## src/rtl/mem_a_stage_if.sv

```systemverilog
// Data-memory request bus between the mem_a stage (master) and data memory (slave).
interface mem_a_stage_if;
    logic        req;
    logic [31:0] addr;
    logic [3:0]  we;
    logic [31:0] wdata;
    logic        ready;

    modport master (output req, addr, we, wdata, input ready);
    modport slave  (input req, addr, we, wdata, output ready);
endinterface

```

## src/rtl/mem_a_stage.sv

```systemverilog
// mem_a_stage: first memory stage after execute. Registers the execute bundle,
// issues the data-memory request and holds it until it is granted, and stalls
// upstream while the request is outstanding. A request that is never granted
// is aborted after TIMEOUT waiting cycles with a bus-error exception.
// Optional feature: define MEM_ALIGN_CHECK_EN to reject misaligned word/half
// accesses with EXC_MISALIGN instead of issuing them.
module mem_a_stage #(
    parameter int unsigned TIMEOUT      = 64,
    parameter logic [7:0]  EXC_BUS_ERR  = 8'h06,
    parameter logic [7:0]  EXC_MISALIGN = 8'h05
) (
    input  logic         clk,
    input  logic         rst,
    input  logic         clk_en_i,
    input  logic         halt_i,
    input  logic         bubble_i,
    input  logic [4:0]   opcode_i,
    input  logic [4:0]   tgt_1_i,
    input  logic [4:0]   tgt_2_i,
    input  logic [31:0]  result_1_i,
    input  logic [31:0]  result_2_i,
    input  logic [31:0]  addr_i,
    input  logic         mem_re_i,
    input  logic [3:0]   we_i,
    input  logic [31:0]  store_data_i,
    input  logic [7:0]   exc_i,
    input  logic [31:0]  pc_i,
    mem_a_stage_if.master dmem,
    output logic         stall_o,
    output logic         bubble_o,
    output logic [4:0]   tgt_1_o,
    output logic [4:0]   tgt_2_o,
    output logic [31:0]  result_1_o,
    output logic [31:0]  result_2_o,
    output logic [4:0]   opcode_o,
    output logic [7:0]   exc_o,
    output logic [31:0]  pc_o,
    output logic         is_load_o,
    output logic [1:0]   lane_o
);

    localparam int CW = $clog2(TIMEOUT);

    typedef enum logic {IDLE, WAIT} state_t;

    typedef struct packed {
        logic        bubble;
        logic [4:0]  tgt_1;
        logic [4:0]  tgt_2;
        logic [31:0] result_1;
        logic [31:0] result_2;
        logic [4:0]  opcode;
        logic [7:0]  exc;
        logic [31:0] pc;
        logic        is_load;
        logic [1:0]  lane;
    } bundle_t;

    state_t      state_q, state_d;
    bundle_t     out_q, out_d;
    bundle_t     hold_q, hold_d;
    logic [31:0] h_addr_q, h_addr_d;
    logic [3:0]  h_we_q, h_we_d;
    logic [31:0] h_wdata_q, h_wdata_d;
    logic        h_halt_q, h_halt_d;
    logic [CW-1:0] cnt_q, cnt_d;

    logic    access, misalign, issue, grant, timeout, flush;
    bundle_t in_b, bub_b;

    // Classify the incoming slot and build the bundle it would register as.
    always_comb begin
        access = !bubble_i && (exc_i == 8'h00) && (mem_re_i || (we_i != 4'h0));
`ifdef MEM_ALIGN_CHECK_EN
        misalign = access &&
                   (((opcode_i >= 5'd3) && (opcode_i <= 5'd5) && (addr_i[1:0] != 2'b00)) ||
                    ((opcode_i >= 5'd6) && (opcode_i <= 5'd8) && addr_i[0]));
`else
        misalign = 1'b0;
`endif
        issue = access && !misalign && !halt_i;

        in_b          = '0;
        in_b.bubble   = bubble_i || halt_i;
        // No writeback target leaves this stage for empty, faulting or flushed slots.
        in_b.tgt_1    = (bubble_i || halt_i || misalign || exc_i != 8'h00) ? 5'd0 : tgt_1_i;
        in_b.tgt_2    = (bubble_i || halt_i || misalign || exc_i != 8'h00) ? 5'd0 : tgt_2_i;
        in_b.result_1 = result_1_i;
        in_b.result_2 = result_2_i;
        in_b.opcode   = opcode_i;
        in_b.exc      = misalign ? EXC_MISALIGN : exc_i;
        in_b.pc       = pc_i;
        in_b.is_load  = mem_re_i && access && !misalign;
        in_b.lane     = (access && !misalign) ? addr_i[1:0] : 2'b00;

        bub_b         = '0;
        bub_b.bubble  = 1'b1;
    end

    // Request drive, stall and next-state selection.
    always_comb begin
        state_d   = state_q;
        out_d     = out_q;
        hold_d    = hold_q;
        h_addr_d  = h_addr_q;
        h_we_d    = h_we_q;
        h_wdata_d = h_wdata_q;
        h_halt_d  = h_halt_q;
        cnt_d     = cnt_q;
        dmem.req   = 1'b0;
        dmem.addr  = 32'h0;
        dmem.we    = 4'h0;
        dmem.wdata = 32'h0;
        stall_o   = 1'b0;
        // A frozen stage must not consume a grant, or the access would be lost.
        grant     = dmem.ready && clk_en_i;
        timeout   = (cnt_q == CW'(TIMEOUT - 1));
        flush     = h_halt_q || halt_i;

        case (state_q)
            IDLE: begin
                if (issue) begin
                    dmem.req   = 1'b1;
                    dmem.addr  = {addr_i[31:2], 2'b00};
                    dmem.we    = we_i;
                    dmem.wdata = store_data_i;
                end
                if (clk_en_i) begin
                    if (issue && !grant) begin
                        state_d   = WAIT;
                        hold_d    = in_b;
                        h_addr_d  = {addr_i[31:2], 2'b00};
                        h_we_d    = we_i;
                        h_wdata_d = store_data_i;
                        h_halt_d  = 1'b0;
                        cnt_d     = '0;
                        out_d     = bub_b;
                    end else begin
                        out_d = in_b;
                    end
                end
            end
            WAIT: begin
                dmem.req   = 1'b1;
                dmem.addr  = h_addr_q;
                dmem.we    = h_we_q;
                dmem.wdata = h_wdata_q;
                // Upstream may advance on the same cycle the access finishes.
                stall_o    = !(clk_en_i && (dmem.ready || timeout));
                if (clk_en_i) begin
                    h_halt_d = flush;
                    if (dmem.ready) begin
                        out_d = hold_q;
                        if (flush) begin
                            out_d.bubble = 1'b1;
                            out_d.tgt_1  = 5'd0;
                            out_d.tgt_2  = 5'd0;
                        end
                        state_d = IDLE;
                    end else if (timeout) begin
                        out_d        = hold_q;
                        out_d.exc    = EXC_BUS_ERR;
                        out_d.tgt_1  = 5'd0;
                        out_d.tgt_2  = 5'd0;
                        out_d.bubble = flush;
                        state_d      = IDLE;
                    end else begin
                        out_d = bub_b;
                        cnt_d = cnt_q + CW'(1);
                    end
                end
            end
            default: state_d = IDLE;
        endcase
    end

    // State, output bundle and hold registers.
    always_ff @(posedge clk) begin
        if (rst) begin
            state_q        <= IDLE;
            out_q          <= '0;
            out_q.bubble   <= 1'b1;
            hold_q         <= '0;
            h_addr_q       <= 32'h0;
            h_we_q         <= 4'h0;
            h_wdata_q      <= 32'h0;
            h_halt_q       <= 1'b0;
            cnt_q          <= '0;
        end else begin
            state_q        <= state_d;
            out_q          <= out_d;
            hold_q         <= hold_d;
            h_addr_q       <= h_addr_d;
            h_we_q         <= h_we_d;
            h_wdata_q      <= h_wdata_d;
            h_halt_q       <= h_halt_d;
            cnt_q          <= cnt_d;
        end
    end

    assign bubble_o   = out_q.bubble;
    assign tgt_1_o    = out_q.tgt_1;
    assign tgt_2_o    = out_q.tgt_2;
    assign result_1_o = out_q.result_1;
    assign result_2_o = out_q.result_2;
    assign opcode_o   = out_q.opcode;
    assign exc_o      = out_q.exc;
    assign pc_o       = out_q.pc;
    assign is_load_o  = out_q.is_load;
    assign lane_o     = out_q.lane;

endmodule

```

## src/flat_wrapper.sv

```systemverilog
// flat-port wrapper written by rule: the top's interface ports become plain ports
module mem_a_stage_flat 
#(
    parameter int unsigned TIMEOUT      = 64,
    parameter logic [7:0]  EXC_BUS_ERR  = 8'h06,
    parameter logic [7:0]  EXC_MISALIGN = 8'h05
)
  (clk, rst, clk_en_i, halt_i, bubble_i, opcode_i, tgt_1_i, tgt_2_i, result_1_i, result_2_i, addr_i, mem_re_i, we_i, store_data_i, exc_i, pc_i, stall_o, bubble_o, tgt_1_o, tgt_2_o, result_1_o, result_2_o, opcode_o, exc_o, pc_o, is_load_o, lane_o, dmem_req, dmem_addr, dmem_we, dmem_wdata, dmem_ready);
  mem_a_stage_if dmem_i ();
  input  logic clk;
  input  logic rst;
  input  logic clk_en_i;
  input  logic halt_i;
  input  logic bubble_i;
  input  logic [4:0] opcode_i;
  input  logic [4:0] tgt_1_i;
  input  logic [4:0] tgt_2_i;
  input  logic [31:0] result_1_i;
  input  logic [31:0] result_2_i;
  input  logic [31:0] addr_i;
  input  logic mem_re_i;
  input  logic [3:0] we_i;
  input  logic [31:0] store_data_i;
  input  logic [7:0] exc_i;
  input  logic [31:0] pc_i;
  output logic stall_o;
  output logic bubble_o;
  output logic [4:0] tgt_1_o;
  output logic [4:0] tgt_2_o;
  output logic [31:0] result_1_o;
  output logic [31:0] result_2_o;
  output logic [4:0] opcode_o;
  output logic [7:0] exc_o;
  output logic [31:0] pc_o;
  output logic is_load_o;
  output logic [1:0] lane_o;
  output wire logic [$bits(dmem_i.req)-1:0] dmem_req;
  output wire logic [$bits(dmem_i.addr)-1:0] dmem_addr;
  output wire logic [$bits(dmem_i.we)-1:0] dmem_we;
  output wire logic [$bits(dmem_i.wdata)-1:0] dmem_wdata;
  input wire logic [$bits(dmem_i.ready)-1:0] dmem_ready;
  assign dmem_req = dmem_i.req;
  assign dmem_addr = dmem_i.addr;
  assign dmem_we = dmem_i.we;
  assign dmem_wdata = dmem_i.wdata;
  assign dmem_i.ready = dmem_ready;
  mem_a_stage #(.TIMEOUT(TIMEOUT), .EXC_BUS_ERR(EXC_BUS_ERR), .EXC_MISALIGN(EXC_MISALIGN)) u_core (.clk(clk), .rst(rst), .clk_en_i(clk_en_i), .halt_i(halt_i), .bubble_i(bubble_i), .opcode_i(opcode_i), .tgt_1_i(tgt_1_i), .tgt_2_i(tgt_2_i), .result_1_i(result_1_i), .result_2_i(result_2_i), .addr_i(addr_i), .mem_re_i(mem_re_i), .we_i(we_i), .store_data_i(store_data_i), .exc_i(exc_i), .pc_i(pc_i), .dmem(dmem_i), .stall_o(stall_o), .bubble_o(bubble_o), .tgt_1_o(tgt_1_o), .tgt_2_o(tgt_2_o), .result_1_o(result_1_o), .result_2_o(result_2_o), .opcode_o(opcode_o), .exc_o(exc_o), .pc_o(pc_o), .is_load_o(is_load_o), .lane_o(lane_o));
endmodule
```

## config.mk

```make
export PLATFORM = sky130hd
export DESIGN_NAME = mem_a_stage_flat
export DESIGN_NICKNAME = d
export VERILOG_FILES = /design/src/rtl/mem_a_stage_if.sv /design/src/rtl/mem_a_stage.sv /design/src/flat_wrapper.sv
export SDC_FILE = /design/constraint.sdc
export NUM_CORES = 1
export LEC_CHECK = 0
export ABC_AREA = 0
export ABC_CLOCK_PERIOD_IN_PS = 3500
export CORE_AREA = 2 2 230 164
export CTS_CLUSTER_DIAMETER = 50
export DETAILED_ROUTE_END_ITERATION = 7
export DIE_AREA = 0 0 232 166
export PLACE_DENSITY = 0.7
export SKIP_CTS_REPAIR_TIMING = 1
export SLEW_MARGIN = 5
export SYNTH_ARGS = -nofsm -noshare
export SYNTH_HDL_FRONTEND = slang
export SYNTH_SLANG_ARGS = --single-unit
```

## constraint.sdc

```tcl
create_clock -name clk -period 3.5 [get_ports clk]
set_input_delay 0.35 -clock clk [delete_from_list [all_inputs] [get_ports clk]]
set_output_delay 0.35 -clock clk [all_outputs]
set_load 0.03 [all_outputs]
```

==> results of run 1 <==
through the flow:
step,std cells,hold WS [ns]
6_report,2337,0.2734
5_1_grt,2337,0.2770
4_1_cts,2333,0.2532
3_5_place_dp,2270,0.4633
3_3_place_gp,2270,0.4561
2_1_floorplan,1540,0.4493
flip-flops by register name, summed over array words and instances, names as in the netlist:
name               cells
u_core.tgt_2_o         5
u_core.cnt_q           6
u_core.opcode_o        5
u_core.hold_q        123
u_core.h_halt_q        1
u_core.result_2_o     32
u_core.is_load_o       1
u_core.tgt_1_o         5
u_core.result_1_o     32
u_core.h_we_q          4
u_core.exc_o           8
u_core.pc_o           32
u_core.h_addr_q       30
u_core.bubble_o        1
u_core.h_wdata_q      32
u_core.lane_o          2
u_core.state_q         1
layout by cell type, fill, tap and decap left out, types with 2 or more instances in the layout:
master,count
dfxtp_1,319
clkdlybuf4s50_1,315
a21oi_1,191
nand3_1,190
o21ai_0,184
mux2i_1,166
o2bb2ai_2,90
nor2_1,88
buf_4,77
clkbuf_16,39
nand2_1,20
buf_12,20
a311oi_1,18
nand4_1,17
nand2b_1,15
o2bb2ai_1,11
nor3b_1,9
clkbuf_1,8
inv_1,6
clkinv_2,6
nor3_1,5
clkbuf_8,5
diode_2,4
a31oi_1,3
nor4b_1,2
a211o_1,2
nor4_1,2
a21o_1,2
o32ai_1,2
o221ai_1,2
conb_1,2
inv_6,2
clkinvlp_4,2
buf_6,2
worst max-delay path, cell delays in order:
cell and delay, ns:
clkdlybuf4s50_1 0.45, or4_4 0.59, or2_0 0.42, a31oi_4 0.31
buf_12 0.27, nor2_1 0.14, buf_12 0.18
metal layers:
| metal | track usage | part of all wire | wire (um) | vias to the layer above |
|---|---|---|---|---|
| met5 | 0 | 0.00029 | 13 | - |
| met4 | 0.07776 | 0.027 | 1222 | 2 |
| met3 | 0.04997 | 0.072 | 3245 | 76 |
| met2 | 0.3469 | 0.46 | 20830 | 478 |
| met1 | 0.3023 | 0.44 | 19790 | 6360 |
| li1 | - | - | - | 6200 |
area by class of cell:
type                    count  area [um2]  share of cell area
flip-flops and latches    320        6410              0.3281
well taps                 488       610.6             0.03125
diodes                      4       10.01           0.0005123
multi-input cells        1042        7163              0.3666
clock inverters            11       92.59            0.004739
repair buffers            414        4154              0.2126
inverters                   6       22.52            0.001153
clock buffers              52        1075             0.05501
power by group:
part / leakage (nW) / internal (W) / total, W / switching (W)
clock network: 0.573 / 0.00221 / 0.00375 / 0.00154
registers: 2.60 / 0.00371 / 0.00376 / 0.0000427
logic: 3.43 / 0.000460 / 0.00100 / 0.000540
total: 6.60 / 0.00639 / 0.00851 / 0.00212
how the worst max path moves through the flow:
| stage | slack, ns | to | start |
|---|---|---|---|
| 3_5_place_dp | 0.38 | dmem_we[1] | we_i[1] |
| 5_1_grt | 0.21 | dmem_we[1] | we_i[1] |
| 2_1_floorplan | 0.98 | dmem_we[2] | exc_i[2] |
| 4_1_cts | 0.37 | dmem_we[1] | we_i[1] |
| 6_report | 0.37 | dmem_we[1] | we_i[0] |
| 3_3_place_gp | 0.46 | dmem_we[1] | we_i[1] |
cells by family (layout without fill, tap and decap cells):
logic type | Yosys count | in the layout | share of synthesized area
buffers and inverters | 178 | 483 | 0.06127
other | 1 | 6 | 0.0002605
multiplexers | 166 | 166 | 0.1154
flip-flops | 320 | 320 | 0.4449
AND/OR/NAND/NOR | 358 | 358 | 0.1223
adder cells (fa/ha/maj) | 1 | 1 | 0.0008689
AO/OA/AOI/OAI | 515 | 515 | 0.2550
==> run_results.csv, run 1 <==
group,metric,value,unit
drt,drt_iter0_drc,1072,
cts,clockBufferDepth,3,
min_path,min_to,"u_core.hold_q[43]$_SDFFE_PP0P_",
synthesis,synth_area_leader_cell,"dfxtp_1",
timing,max_freq,0.3200,GHz
min_path,min_path_cells,2,
grt,first_global_vias,12390,
synthesis,synth.distinct_cells,47,
setup_path,r2r_slack,1.28,ns
drt,ant_nets,0,
drt,via_count,13120,
min_path,hp-class,"input port to register",
grt,grt_use_total,0.2225,
timing,finalMaxSlewViolations,0,
grt,antenna_found_initial,5,
grt,grt_first_pass_wirelength,70.17,mm
synthesis,synth_seq_cells,320,
floorplan,core,36540,um2
synthesis,netlist_area,14400,um2
cts,cts.sinks,320,
timing,period_needed,3.125,ns
synthesis,ys_top_cells_by_area,"dfxtp_1, mux2i_1, o2bb2ai_2, a21oi_1, nand3_1",
drt,drc_errors,0,
floorplan,dieArea,38510,um2
synthesis,synth_flop_cell,"dfxtp_1",
synthesis,synth_common_cells,"dfxtp_1, a21oi_1, nand3_1",
grt,overflow,0,
synthesis,synth_edf_count,0,
floorplan,die_h,166,um
cts,path_clk_slew,0.05,ns
cts,insertion_delay,0.53,ns
cts,cts_buffers,37,
finish,final_util,0.5347,
timing,worst_slew_pin_slew,1.079,ns
finish,area_growth,35.70,%
placement,postPlaceCellArea,18360,um2
setup_path,r2r_end,"u_core.pc_o[9]$_SDFFE_PP0P_",
grt,grt_max_degree,182,
placement,dp_hpwl,27.88,mm
timing,setup_ws,0.3749,ns
timing,relSlewSlack,0.2808,
placement,port_buffers,384,
flow_run,cap_violations,0,
setup_path,regToRegStartpoint,"u_core.cnt_q[0]$_SDFFE_PP0P_",
synthesis,netlist_instances,1539,
synthesis,synth-seq-area-share,0.4449,
finish,nets,2016,
timing,final.period_utilization,0.8929,
timing,fin_setup_tns,0,ns
setup_path,cp.arrival,2.78,ns
setup_path,critical_path_class,"input port to output port",
drt,first_pass_iters,5,
floorplan,placementRows,59,
timing,grt_setup_unrepaired,"no",
timing,hold_viol,0,
timing,finalClockSkew,0.02158,ns
synthesis,synth_most_common_cell,"dfxtp_1",
synthesis,syn_area_per_cell,9.355,um2
cts,root_buffer,"clkbuf_16",
finish,filler_cell_count,3254,
power,vdd_drop_max,0.2642,mV
cts,ctsHtreeMaxLevel,2,
floorplan,io_pins,387,
finish,post_route_cells_drive_above_1_share,0.1382,
synthesis,yosys_warnings,0,
floorplan,die_w,232,um
power,p_leak,6.602,nW
setup_path,reg2reg_depth,6,
setup_path,crit_fanout,64,
cts,tritoncts,"built",
setup_path,end_kind,"output port",
min_path,worstHoldStart,"rst",
power,power,0.008509,W
timing,setup-violations-final,0,
setup_path,cp.required,3.15,ns
synthesis,synth-async-reset-ratio,0,
drt,avgViaCountPerCell,5.612,
drt,wire_per_inst,19.30,um
setup_path,start_kind,"input port",
power,p_per_area,435.5,nW/um2
placement,gp_congestion,0.7555,
floorplan,initial_core_util,0.3940,
drt,drt-total-wl,45.10,mm
status,outcome,"finished, final reports clean",
finish,finalInstanceArea,19540,um2
placement,dp_slack,0.3758,ns
synthesis,synth.top_cell.area_share,0.4449,
Power figures use the tool's default switching activity.
==> run 2, diff against run 1 <==
CORE_AREA = 2 2 222 159   (was 2 2 230 164)
DIE_AREA = 0 0 224 161   (was 0 0 232 166)
PLACE_DENSITY = 0.74   (was 0.7)
==> run 2 against run 1 <==
Sequential share of layout area up 0.26 points; non-clock buffer count up 8; global-route usage is 0.89 points higher; hold slack better by 0.014 ns; worst setup slack better by 0.062 ns.
==> run_results.csv, run 2 (synthesis results as in run 1) <==
group,metric,value,unit
finish,largest_reg_flops,123,
timing,max_freq,0.3264,GHz
power,vdd_drop_max,0.2242,mV
cts,path_clk_slew,0.06,ns
flow_run,cap_violations,0,
drt,drc_errors,0,
power,p_per_area,436.3,nW/um2
drt,ant_nets,0,
setup_path,reg2reg_depth,6,
timing,fin_setup_tns,0,ns
setup_path,r2r_slack,1.19,ns
cts,cts.sinks,320,
status,outcome,"finished, final reports clean",
placement,gp_congestion,0.8219,
floorplan,placementRows,57,
timing,worst_slew_pin_slew,1.064,ns
floorplan,core,34020,um2
grt,grt_first_pass_wirelength,68.38,mm
grt,grt_max_degree,128,
setup_path,r2r_end,"u_core.result_1_o[31]$_SDFFE_PP0P_",
finish,area_growth,34.65,%
setup_path,crit_fanout,31,
min_path,hp-class,"input port to register",
cts,ctsHtreeMaxLevel,2,
timing,hold_viol,0,
finish,layout_common_cells,"dfxtp_1, clkdlybuf4s50_1, a21oi_1",
grt,antenna_found_initial,1,
timing,period_needed,3.063,ns
cts,tritoncts,"built",
drt,via_count,13120,
timing,setup_ws,0.4366,ns
drt,drt-total-wl,44.29,mm
finish,nets,2022,
min_path,worstHoldStart,"rst",
timing,final.period_utilization,0.8753,
grt,overflow,0,
floorplan,initial_core_util,0.4232,
setup_path,start_kind,"input port",
placement,dp_slack,0.4689,ns
floorplan,io_pins,387,
floorplan,die_h,161,um
cts,clockBufferDepth,3,
placement,dp_hpwl,28.30,mm
finish,post_route_cells_drive_above_1_share,0.1405,
timing,relSlewSlack,0.2906,
cts,insertion_delay,0.51,ns
setup_path,cp.arrival,2.71,ns
finish,top_register,"u_core.hold_q",
timing,finalMaxSlewViolations,0,
grt,grt_use_total,0.2314,
timing,grt_setup_unrepaired,"no",
finish,final_common_cell,"dfxtp_1",
cts,root_buffer,"clkbuf_16",
timing,finalClockSkew,0.01221,ns
power,p_leak,6.596,nW
placement,port_buffers,384,
floorplan,die_w,224,um
drt,wire_per_inst,19.31,um
drt,avgViaCountPerCell,5.719,
setup_path,end_kind,"output port",
min_path,min_to,"u_core.hold_q[4]$_SDFFE_PP0P_",
setup_path,cp.required,3.15,ns
floorplan,dieArea,36060,um2
grt,first_global_vias,12560,
drt,drt_iter0_drc,1043,
min_path,min_path_cells,2,
setup_path,regToRegStartpoint,"u_core.cnt_q[0]$_SDFFE_PP0P_",
setup_path,critical_path_class,"input port to output port",
cts,cts_buffers,35,
drt,first_pass_iters,6,
timing,setup-violations-final,0,
## run 2: changes by cell type in the layout (fill, tap and decap cells not counted), moves of 2 or more
cell	before	now
clkinvlp_4	2	0
buf_12	20	9
buf_4	77	96
diode_2	4	1
clkinv_2	6	1
clkbuf_8	5	10
clkbuf_16	39	37
clkinv_4	0	2
## run 2: worst max-delay path by stage
stage | start | end | slack, ns | cells after the start
floorplan | exc_i[2] | dmem_we[2] | 0.98 | 5
global placement | we_i[0] | dmem_addr[22] | 0.52 | 7
detailed placement | we_i[0] | dmem_wdata[26] | 0.47 | 7
CTS | we_i[0] | dmem_wdata[13] | 0.47 | 7
global route | u_core.cnt_q[0]$_SDFFE_PP0P_ | stall_o | 0.37 | 5
finish | we_i[0] | dmem_wdata[20] | 0.44 | 7
## run 2: worst max-delay path, cell delays in order
cell and delay (ns):
clkdlybuf4s50_1 0.46, or4_4 0.61, or2_0 0.30, a31oi_4 0.50, buf_12 0.24, nor2_1 0.08
buf_4 0.17
## run 2: area by class of cell
| type | count | area (um2) |
|---|---|---|
| clock buffer | 56 | 1097 |
| tap | 442 | 553.0 |
| sequential | 320 | 6410 |
| clock inverter | 5 | 61.31 |
| inverter | 6 | 22.52 |
| timing repair buffer | 422 | 4076 |
| fill | 2927 | 14630 |
| multi-input combinational | 1042 | 7163 |
| antenna | 1 | 2.502 |
## run 2: per-stage QoR
step                      instances  total power, W  instance area (um2)    util  hold WS [ns]
after floorplan                1540        0.004328                14400       -        0.4493
after global placement         2232        0.004816                18230  0.5357        0.4561
after detailed placement       2232        0.004825                18230  0.5357        0.4634
after CTS                      2293        0.008546                19380  0.5698        0.2651
after global routing           2293        0.008752                19380  0.5698        0.2834
final                          2294        0.008458                19390  0.5699        0.2874
## run 2: power breakdown
group / total [W] / internal, W / switching (W) / leakage, nW
sequential: 0.00375 / 0.00371 / 0.0000405 / 2.60
combinational: 0.000996 / 0.000453 / 0.000543 / 3.43
clock: 0.00371 / 0.00222 / 0.00148 / 0.569
## run 2: layer usage
layer  wire length [um]  track usage  up-vias  share of wire
met5                  0            0        -              0
met4               1056      0.06697        0          0.024
met3               3637      0.05821       69          0.082
met2              20290       0.3718      537           0.46
met1              19310       0.3084     6293           0.44
li1                   -            -     6220              -
